**config.mk**
```make
export PLATFORM = sky130hd
export DESIGN_NAME = forwarding_hazard_unit_flat
export DESIGN_NICKNAME = d
export VERILOG_FILES = /design/src/rtl/forwarding_hazard_unit_pkg.sv /design/src/rtl/forwarding_hazard_unit_if.sv /design/src/rtl/hazard_tag_stage.sv /design/src/rtl/forwarding_hazard_unit.sv /design/src/flat_wrapper.sv
export SDC_FILE = /design/constraint.sdc
export NUM_CORES = 1
export LEC_CHECK = 0
export ABC_AREA = 1
export BUFFER_PORTS_ARGS = -buffer_cell sky130_fd_sc_hd__buf_2
export CORE_ASPECT_RATIO = 1.2
export CORE_UTILIZATION = 50
export DETAILED_ROUTE_END_ITERATION = 10
export PLACE_DENSITY = 0.75
export SLEW_MARGIN = 20
export SYNTH_ARGS = -nofsm -noshare
export SYNTH_HDL_FRONTEND = slang
export SYNTH_SLANG_ARGS = --single-unit
export TNS_END_PERCENT = 20
```
**constraint.sdc**
```tcl
create_clock -name Clk -period 2.7 [get_ports Clk]
set_input_delay 0 -clock Clk [delete_from_list [all_inputs] [get_ports Clk]]
set_output_delay 0 -clock Clk [all_outputs]
set_load 0.01 [all_outputs]
```
**src/rtl/forwarding_hazard_unit_pkg.sv**
```systemverilog
// Shared types for the EX-stage forwarding/hazard unit.
// Select encodings, shadow tag entry, and small helpers.
package forwarding_hazard_unit_pkg;

    localparam int TAG_W = 8;

    localparam logic [1:0] FWD_RF  = 2'b00;
    localparam logic [1:0] FWD_WB  = 2'b01;
    localparam logic [1:0] FWD_MEM = 2'b10;

    typedef struct packed {
        logic             valid;
        logic             regWrite;
        logic             memRead;
        logic [TAG_W-1:0] dest;
    } tagEntry_t;

    localparam tagEntry_t TAG_EMPTY = '0;

    typedef enum logic {
        RUN,
        HOLD
    } hazState_t;

    function automatic logic isProducer(tagEntry_t e);
        return e.valid && e.regWrite && (e.dest != '0);
    endfunction

    // A load still in EX cannot feed MEM-stage data; that case stalls instead.
    function automatic logic [1:0] fwdSel(
        logic uses,
        logic exHit,
        logic exLoad,
        logic memHit
    );
        if (!uses) return FWD_RF;
        if (exHit && !exLoad) return FWD_MEM;
        if (memHit) return FWD_WB;
        return FWD_RF;
    endfunction

endpackage

```
**src/rtl/forwarding_hazard_unit_if.sv**
```systemverilog
// ID-side decoded fields in, EX forward selects and stall controls out.
// Perf counters exist only when HAZARD_PERF_EN is defined.
interface forwarding_hazard_unit_if #(
    parameter int REG_ADDR_W = 5
);
    logic                  Freeze;
    logic                  ID_Valid;
    logic [REG_ADDR_W-1:0] ID_Rs;
    logic [REG_ADDR_W-1:0] ID_Rt;
    logic [REG_ADDR_W-1:0] ID_Rd;
    logic                  ID_UsesRs;
    logic                  ID_UsesRt;
    logic                  ID_RegDst;
    logic                  ID_RegWrite;
    logic                  ID_MemRead;
    logic                  ID_ALUSrc;
    logic                  ID_IsStore;
    logic [1:0]            ForwardA;
    logic [1:0]            ForwardB;
    logic                  ForwardC;
    logic                  Stall;
    logic                  Bubble;
`ifdef HAZARD_PERF_EN
    logic [31:0]           StallCount;
    logic [31:0]           FwdCount;
`endif

    modport master (
        output Freeze, ID_Valid, ID_Rs, ID_Rt, ID_Rd,
        output ID_UsesRs, ID_UsesRt, ID_RegDst,
        output ID_RegWrite, ID_MemRead, ID_ALUSrc, ID_IsStore,
        input  ForwardA, ForwardB, ForwardC, Stall, Bubble
`ifdef HAZARD_PERF_EN
        , input StallCount, FwdCount
`endif
    );

    modport slave (
        input  Freeze, ID_Valid, ID_Rs, ID_Rt, ID_Rd,
        input  ID_UsesRs, ID_UsesRt, ID_RegDst,
        input  ID_RegWrite, ID_MemRead, ID_ALUSrc, ID_IsStore,
        output ForwardA, ForwardB, ForwardC, Stall, Bubble
`ifdef HAZARD_PERF_EN
        , output StallCount, FwdCount
`endif
    );

endinterface

```
**src/rtl/hazard_tag_stage.sv**
```systemverilog
// One shadow-pipeline tag register: resettable, freezable, and able
// to load a bubble in place of its input.
module hazard_tag_stage
    import forwarding_hazard_unit_pkg::*;
(
    input  logic      clk,
    input  logic      rst,
    input  logic      hold,
    input  logic      bubble,
    input  tagEntry_t d,
    output tagEntry_t q
);

    always_ff @(posedge clk) begin
        if (rst) begin
            q <= TAG_EMPTY;
        end else if (!hold) begin
            q <= bubble ? TAG_EMPTY : d;
        end
    end

endmodule

```
**src/rtl/forwarding_hazard_unit.sv**
```systemverilog
// Forward-select and load-use/store-data stall generator for EX.
// Define HAZARD_PERF_EN to add StallCount/FwdCount counters.
module forwarding_hazard_unit
    import forwarding_hazard_unit_pkg::*;
#(
    parameter int REG_ADDR_W = 5
) (
    input logic Clk,
    input logic Rst,
    forwarding_hazard_unit_if.slave bus
);

    tagEntry_t idEntry;
    tagEntry_t exE;
    tagEntry_t memE;
    tagEntry_t wbE;

    logic [REG_ADDR_W-1:0] destSel;
    logic [TAG_W-1:0]      rsTag;
    logic [TAG_W-1:0]      rtTag;

    logic exHitRs;
    logic exHitRt;
    logic memHitRs;
    logic memHitRt;
    logic loadUse;
    logic storeData;
    logic stall;

    logic [1:0] fwdANext;
    logic [1:0] fwdBNext;
    logic       fwdCNext;
    logic [1:0] fwdA;
    logic [1:0] fwdB;
    logic       fwdC;

    hazState_t state;
    hazState_t stateNext;

    assign destSel = bus.ID_RegDst ? bus.ID_Rd : bus.ID_Rt;
    assign rsTag   = TAG_W'(bus.ID_Rs);
    assign rtTag   = TAG_W'(bus.ID_Rt);

    // Non-valid slots enter the shadow pipe fully zeroed.
    always_comb begin
        idEntry = TAG_EMPTY;
        if (bus.ID_Valid) begin
            idEntry.valid    = 1'b1;
            idEntry.regWrite = bus.ID_RegWrite;
            idEntry.memRead  = bus.ID_MemRead;
            idEntry.dest     = TAG_W'(destSel);
        end
    end

    assign exHitRs  = isProducer(exE) && (exE.dest == rsTag);
    assign exHitRt  = isProducer(exE) && (exE.dest == rtTag);
    assign memHitRs = isProducer(memE) && (memE.dest == rsTag);
    assign memHitRt = isProducer(memE) && (memE.dest == rtTag);

    assign loadUse = exE.memRead &&
                     ((bus.ID_UsesRs && exHitRs) ||
                      (bus.ID_UsesRt && !bus.ID_ALUSrc && exHitRt));
    assign storeData = bus.ID_IsStore && exHitRt;
    assign stall     = bus.ID_Valid && (loadUse || storeData);

    assign fwdANext = fwdSel(bus.ID_Valid && bus.ID_UsesRs,
                             exHitRs, exE.memRead, memHitRs);
    assign fwdBNext = bus.ID_ALUSrc ? FWD_RF :
                      fwdSel(bus.ID_Valid && bus.ID_UsesRt,
                             exHitRt, exE.memRead, memHitRt);
    assign fwdCNext = bus.ID_Valid && bus.ID_IsStore && memHitRt;

    hazard_tag_stage uExTag (
        .clk    (Clk),
        .rst    (Rst),
        .hold   (bus.Freeze),
        .bubble (stall),
        .d      (idEntry),
        .q      (exE)
    );

    hazard_tag_stage uMemTag (
        .clk    (Clk),
        .rst    (Rst),
        .hold   (bus.Freeze),
        .bubble (1'b0),
        .d      (exE),
        .q      (memE)
    );

    hazard_tag_stage uWbTag (
        .clk    (Clk),
        .rst    (Rst),
        .hold   (bus.Freeze),
        .bubble (1'b0),
        .d      (memE),
        .q      (wbE)
    );

    always_ff @(posedge Clk) begin
        if (Rst) begin
            fwdA <= FWD_RF;
            fwdB <= FWD_RF;
            fwdC <= 1'b0;
        end else if (!bus.Freeze) begin
            fwdA <= stall ? FWD_RF : fwdANext;
            fwdB <= stall ? FWD_RF : fwdBNext;
            fwdC <= stall ? 1'b0 : fwdCNext;
        end
    end

    always_ff @(posedge Clk) begin
        if (Rst) begin
            state <= RUN;
        end else begin
            state <= stateNext;
        end
    end

    always_comb begin
        stateNext = state;
        if (!bus.Freeze) begin
            stateNext = stall ? HOLD : RUN;
        end
    end

    // HOLD always follows a bubble into EX, so the retry cannot stall again.
    always_ff @(posedge Clk) begin
        if (!Rst) begin
            assert (state == RUN || !exE.valid);
            assert (memE.valid || memE == TAG_EMPTY);
            assert (wbE.valid || wbE == TAG_EMPTY);
        end
    end

`ifdef HAZARD_PERF_EN
    logic [31:0] stallCnt;
    logic [31:0] fwdCnt;
    logic        fwdLoad;

    assign fwdLoad = !stall &&
                     ((fwdANext != FWD_RF) || (fwdBNext != FWD_RF) || fwdCNext);

    always_ff @(posedge Clk) begin
        if (Rst) begin
            stallCnt <= '0;
            fwdCnt   <= '0;
        end else if (!bus.Freeze) begin
            if (stall) stallCnt <= stallCnt + 32'd1;
            if (fwdLoad) fwdCnt <= fwdCnt + 32'd1;
        end
    end

    assign bus.StallCount = stallCnt;
    assign bus.FwdCount   = fwdCnt;
`endif

    assign bus.ForwardA = fwdA;
    assign bus.ForwardB = fwdB;
    assign bus.ForwardC = fwdC;
    assign bus.Stall    = stall;
    assign bus.Bubble   = stall;

endmodule
```
**src/flat_wrapper.sv**
```systemverilog
// flat-port wrapper written by rule: the top's interface ports become plain ports
module forwarding_hazard_unit_flat import forwarding_hazard_unit_pkg::*;
#(
    parameter int REG_ADDR_W = 5
)
  (Clk, Rst, bus_Freeze, bus_ID_Valid, bus_ID_Rs, bus_ID_Rt, bus_ID_Rd, bus_ID_UsesRs, bus_ID_UsesRt, bus_ID_RegDst, bus_ID_RegWrite, bus_ID_MemRead, bus_ID_ALUSrc, bus_ID_IsStore, bus_ForwardA, bus_ForwardB, bus_ForwardC, bus_Stall, bus_Bubble);
  forwarding_hazard_unit_if #(.REG_ADDR_W(REG_ADDR_W)) bus_i ();
  input logic Clk;
  input logic Rst;
  input wire logic [$bits(bus_i.Freeze)-1:0] bus_Freeze;
  input wire logic [$bits(bus_i.ID_Valid)-1:0] bus_ID_Valid;
  input wire logic [$bits(bus_i.ID_Rs)-1:0] bus_ID_Rs;
  input wire logic [$bits(bus_i.ID_Rt)-1:0] bus_ID_Rt;
  input wire logic [$bits(bus_i.ID_Rd)-1:0] bus_ID_Rd;
  input wire logic [$bits(bus_i.ID_UsesRs)-1:0] bus_ID_UsesRs;
  input wire logic [$bits(bus_i.ID_UsesRt)-1:0] bus_ID_UsesRt;
  input wire logic [$bits(bus_i.ID_RegDst)-1:0] bus_ID_RegDst;
  input wire logic [$bits(bus_i.ID_RegWrite)-1:0] bus_ID_RegWrite;
  input wire logic [$bits(bus_i.ID_MemRead)-1:0] bus_ID_MemRead;
  input wire logic [$bits(bus_i.ID_ALUSrc)-1:0] bus_ID_ALUSrc;
  input wire logic [$bits(bus_i.ID_IsStore)-1:0] bus_ID_IsStore;
  output wire logic [$bits(bus_i.ForwardA)-1:0] bus_ForwardA;
  output wire logic [$bits(bus_i.ForwardB)-1:0] bus_ForwardB;
  output wire logic [$bits(bus_i.ForwardC)-1:0] bus_ForwardC;
  output wire logic [$bits(bus_i.Stall)-1:0] bus_Stall;
  output wire logic [$bits(bus_i.Bubble)-1:0] bus_Bubble;
  assign bus_i.Freeze = bus_Freeze;
  assign bus_i.ID_Valid = bus_ID_Valid;
  assign bus_i.ID_Rs = bus_ID_Rs;
  assign bus_i.ID_Rt = bus_ID_Rt;
  assign bus_i.ID_Rd = bus_ID_Rd;
  assign bus_i.ID_UsesRs = bus_ID_UsesRs;
  assign bus_i.ID_UsesRt = bus_ID_UsesRt;
  assign bus_i.ID_RegDst = bus_ID_RegDst;
  assign bus_i.ID_RegWrite = bus_ID_RegWrite;
  assign bus_i.ID_MemRead = bus_ID_MemRead;
  assign bus_i.ID_ALUSrc = bus_ID_ALUSrc;
  assign bus_i.ID_IsStore = bus_ID_IsStore;
  assign bus_ForwardA = bus_i.ForwardA;
  assign bus_ForwardB = bus_i.ForwardB;
  assign bus_ForwardC = bus_i.ForwardC;
  assign bus_Stall = bus_i.Stall;
  assign bus_Bubble = bus_i.Bubble;
  forwarding_hazard_unit #(.REG_ADDR_W(REG_ADDR_W)) u_core (.Clk(Clk), .Rst(Rst), .bus(bus_i));
endmodule
```
==> flow_summary_export.csv <==
group,metric,value,unit
outcome,status,"complete, no violations",
die,start_util,0.5439,
setup_path,r2r-end,"u_core.bus.ForwardA[0]",
timing,final.period_utilization,0.6751,
cts,cts_tree,"yes",
power_and_ir_drop,ir_drop,0.0004038,V
cts,cts_resized,0,
timing,clock_skew,0.004767,ns
cts,clock_latency,0.31,ns
layout,n_antenna_cell,0,
route,dr.pass1.iters,5,
die,die_w,48.19,um
global_route,antenna_found_initial,0,
layout,final_nets,245,
timing,setup_viol,0,
layout,design_area,0.001511,mm2
synth,postSynthCellCount,186,
layout,final_cell_mix,"nand2_1, buf_2, dfxtp_1, inv_1, nor2_1",
setup_path,critPathLaunchType,"flop",
die,die_y,57.43,um
setup_path,r2r_slack,1.17,ns
setup_path,worstPathRequired,2.70,ns
route,wirelength,3.223,mm
synth,ys_warn_count,0,
cts,clkSinkCount,20,
setup_path,worstPathMaxFanout,10,
route,wl_per_cell,12.94,um
die,die_area,0.002767,mm2
job,max-cap-violations,0,
timing,whs,0.01792,ns
placement,hpwl,2.442,mm
placement,post-place-ws,1.226,ns
synth,synth_area_per_cell,6.882,um2
setup_path,r2r_start,"u_core.uExTag.q[2]",
timing,slew_violations,0,
timing,final.setup.worst_slack,0.8771,ns
timing,rsz0062_at_grt,"no",
placement,dpl_cell_area,0.001455,mm2
setup_path,worstPathArrival,1.82,ns
layout,instances_no_fill,249,
timing,fmax,548.6,MHz
synth,ys_seq_area_frac,0.3128,
synth,ys_ff_latch,20,
die,core_area,0.002354,mm2
global_route,first_global_vias,1197,
timing,worstMarginPinSlew,0.4278,ns
layout,postLayoutCoreUtil,0.6422,
cts,root_buffer,"clkbuf_4",
synth,syn_nets,212,
layout,synthToLayoutAreaGrowth,18.08,%
worst_hold_path,hp-class,"input port to flop",
layout,final_common_cell,"nand2_1",
power_and_ir_drop,p_leak,0.7116,nW
worst_hold_path,whs_path_depth,4,
setup_path,critical_path_class,"flop to output port",
timing,relSlewSlack,0.7148,
synth,ys_types,26,
timing,finalHoldViolations,0,
global_route,grt_max_degree,25,
route,antenna_left,0,
setup_path,rr_worst_depth,11,
placement,place_inst,243,
power_and_ir_drop,p_total,0.6050,mW
route,vias,1331,
power_and_ir_drop,power_density,400.3,mW/mm2
synth,syn-cell-area,0.001280,mm2
worst_hold_path,whs_endpoint,"u_core.bus.ForwardA[1]",
die,rows,19,
global_route,grt_overflow,0,
route,drtIter0Drc,49,
worst_hold_path,min_from,"bus_ID_Valid",
layout,final_layout_size_suffix_gt1_frac,0.2798,
cts,cts_buffers,3,
global_route,grt_pass1_wl,5.216,mm
die,io_pins,33,
route,drc,0,
layout,nFillCells,228,
cts,htreeDepth,1,
global_route,grt_use_total,0.2632,
cts,postCtsSetupBuffers,0,
cts,cts_hold_buf,2,
placement,numPortBuffers,32,
timing,tns,0,ns
placement,gp_congestion,0.8738,
cts,clock_path_buffers,2,
route,vias_per_cell,5.345,
cts,clk_pin_slew,0.12,ns
timing,min_period,1.823,ns
setup_path,worst_setup_path_end_kind,"output port",
## layer usage
metal	up-vias	GRT usage	wire length (um)
li1	663	-	-
met1	604	0.3412	1405
met2	51	0.4171	1558
met3	13	0.03797	163
met4	0	0.1151	95
met5	-	0	0
## sequential cells by signal (all words and copies together), names as in the netlist
register,count
u_core.bus.ForwardA,2
u_core.uMemTag.q,7
u_core.bus.ForwardC,1
u_core.uExTag.q,8
u_core.bus.ForwardB,2
## layout make-up
type | count | area [um2] | area share
clock buffer | 4 | 36.28 | 0.02401
inverter | 20 | 75.07 | 0.04967
multi-input combinational | 139 | 773.2 | 0.5116
sequential | 20 | 400.4 | 0.2649
tap | 31 | 38.79 | 0.02566
timing repair buffer | 35 | 187.7 | 0.1242
## Yosys cell counts, drive strengths merged
cell / instances / area share
nand4: 10 / 0.049
xnor2: 5 / 0.034
xor2: 6 / 0.041
nand2: 57 / 0.21
nand3b: 1 / 0.0059
nand3: 9 / 0.047
clkbuf: 4 / 0.012
buf: 3 / 0.013
a21oi: 19 / 0.086
nor2: 20 / 0.063
dfxtp: 20 / 0.31
inv: 20 / 0.059
and2: 2 / 0.012
a211oi: 4 / 0.023
nor3: 1 / 0.0078
o21ai: 3 / 0.012
mux2: 2 / 0.018
## worst max-delay path: stages (launching register included)
cell,delay [ns]
dfxtp_1,0.47
nor2_1,0.09
nand3_2,0.09
nand2_4,0.05
nor2_2,0.15
nand3_2,0.10
nand2_2,0.10
nand2_4,0.10
nand2_4,0.08
nand2_4,0.07
inv_1,0.08
buf_2,0.13
## worst max-delay path by stage
stage | from | endpoint | slack, ns | cells after the start
2_1_floorplan | u_core.uExTag.q[2] | bus_Stall | 1.39 | 11
3_3_place_gp | u_core.uExTag.q[2] | u_core.bus.ForwardA[0] | 1.28 | 11
3_5_place_dp | u_core.uExTag.q[2] | u_core.bus.ForwardA[0] | 1.23 | 11
4_1_cts | u_core.uExTag.q[2] | bus_Bubble | 0.89 | 11
5_1_grt | u_core.uExTag.q[3] | bus_Bubble | 0.74 | 11
6_report | u_core.uExTag.q[2] | bus_Bubble | 0.88 | 11
## cell families (layout without fill, tap and decap cells)
kind of cell | count (synthesis) | in the layout | share of synthesized area
AO/OA/AOI/OAI | 26 | 26 | 0.1212
XOR/XNOR | 11 | 11 | 0.07527
buffers and inverters | 27 | 59 | 0.08308
flip-flops | 20 | 20 | 0.3128
multiplexers | 2 | 2 | 0.01759
AND/OR/NAND/NOR | 100 | 100 | 0.3900
## power by group
part / switching (mW) / internal [mW] / total [mW]
sequential: 0.0106 / 0.304 / 0.315
combinational: 0.0624 / 0.0454 / 0.108
clock: 0.0998 / 0.0824 / 0.182
total: 0.173 / 0.432 / 0.605
Note: power is estimated with default switching activity, not from simulation.
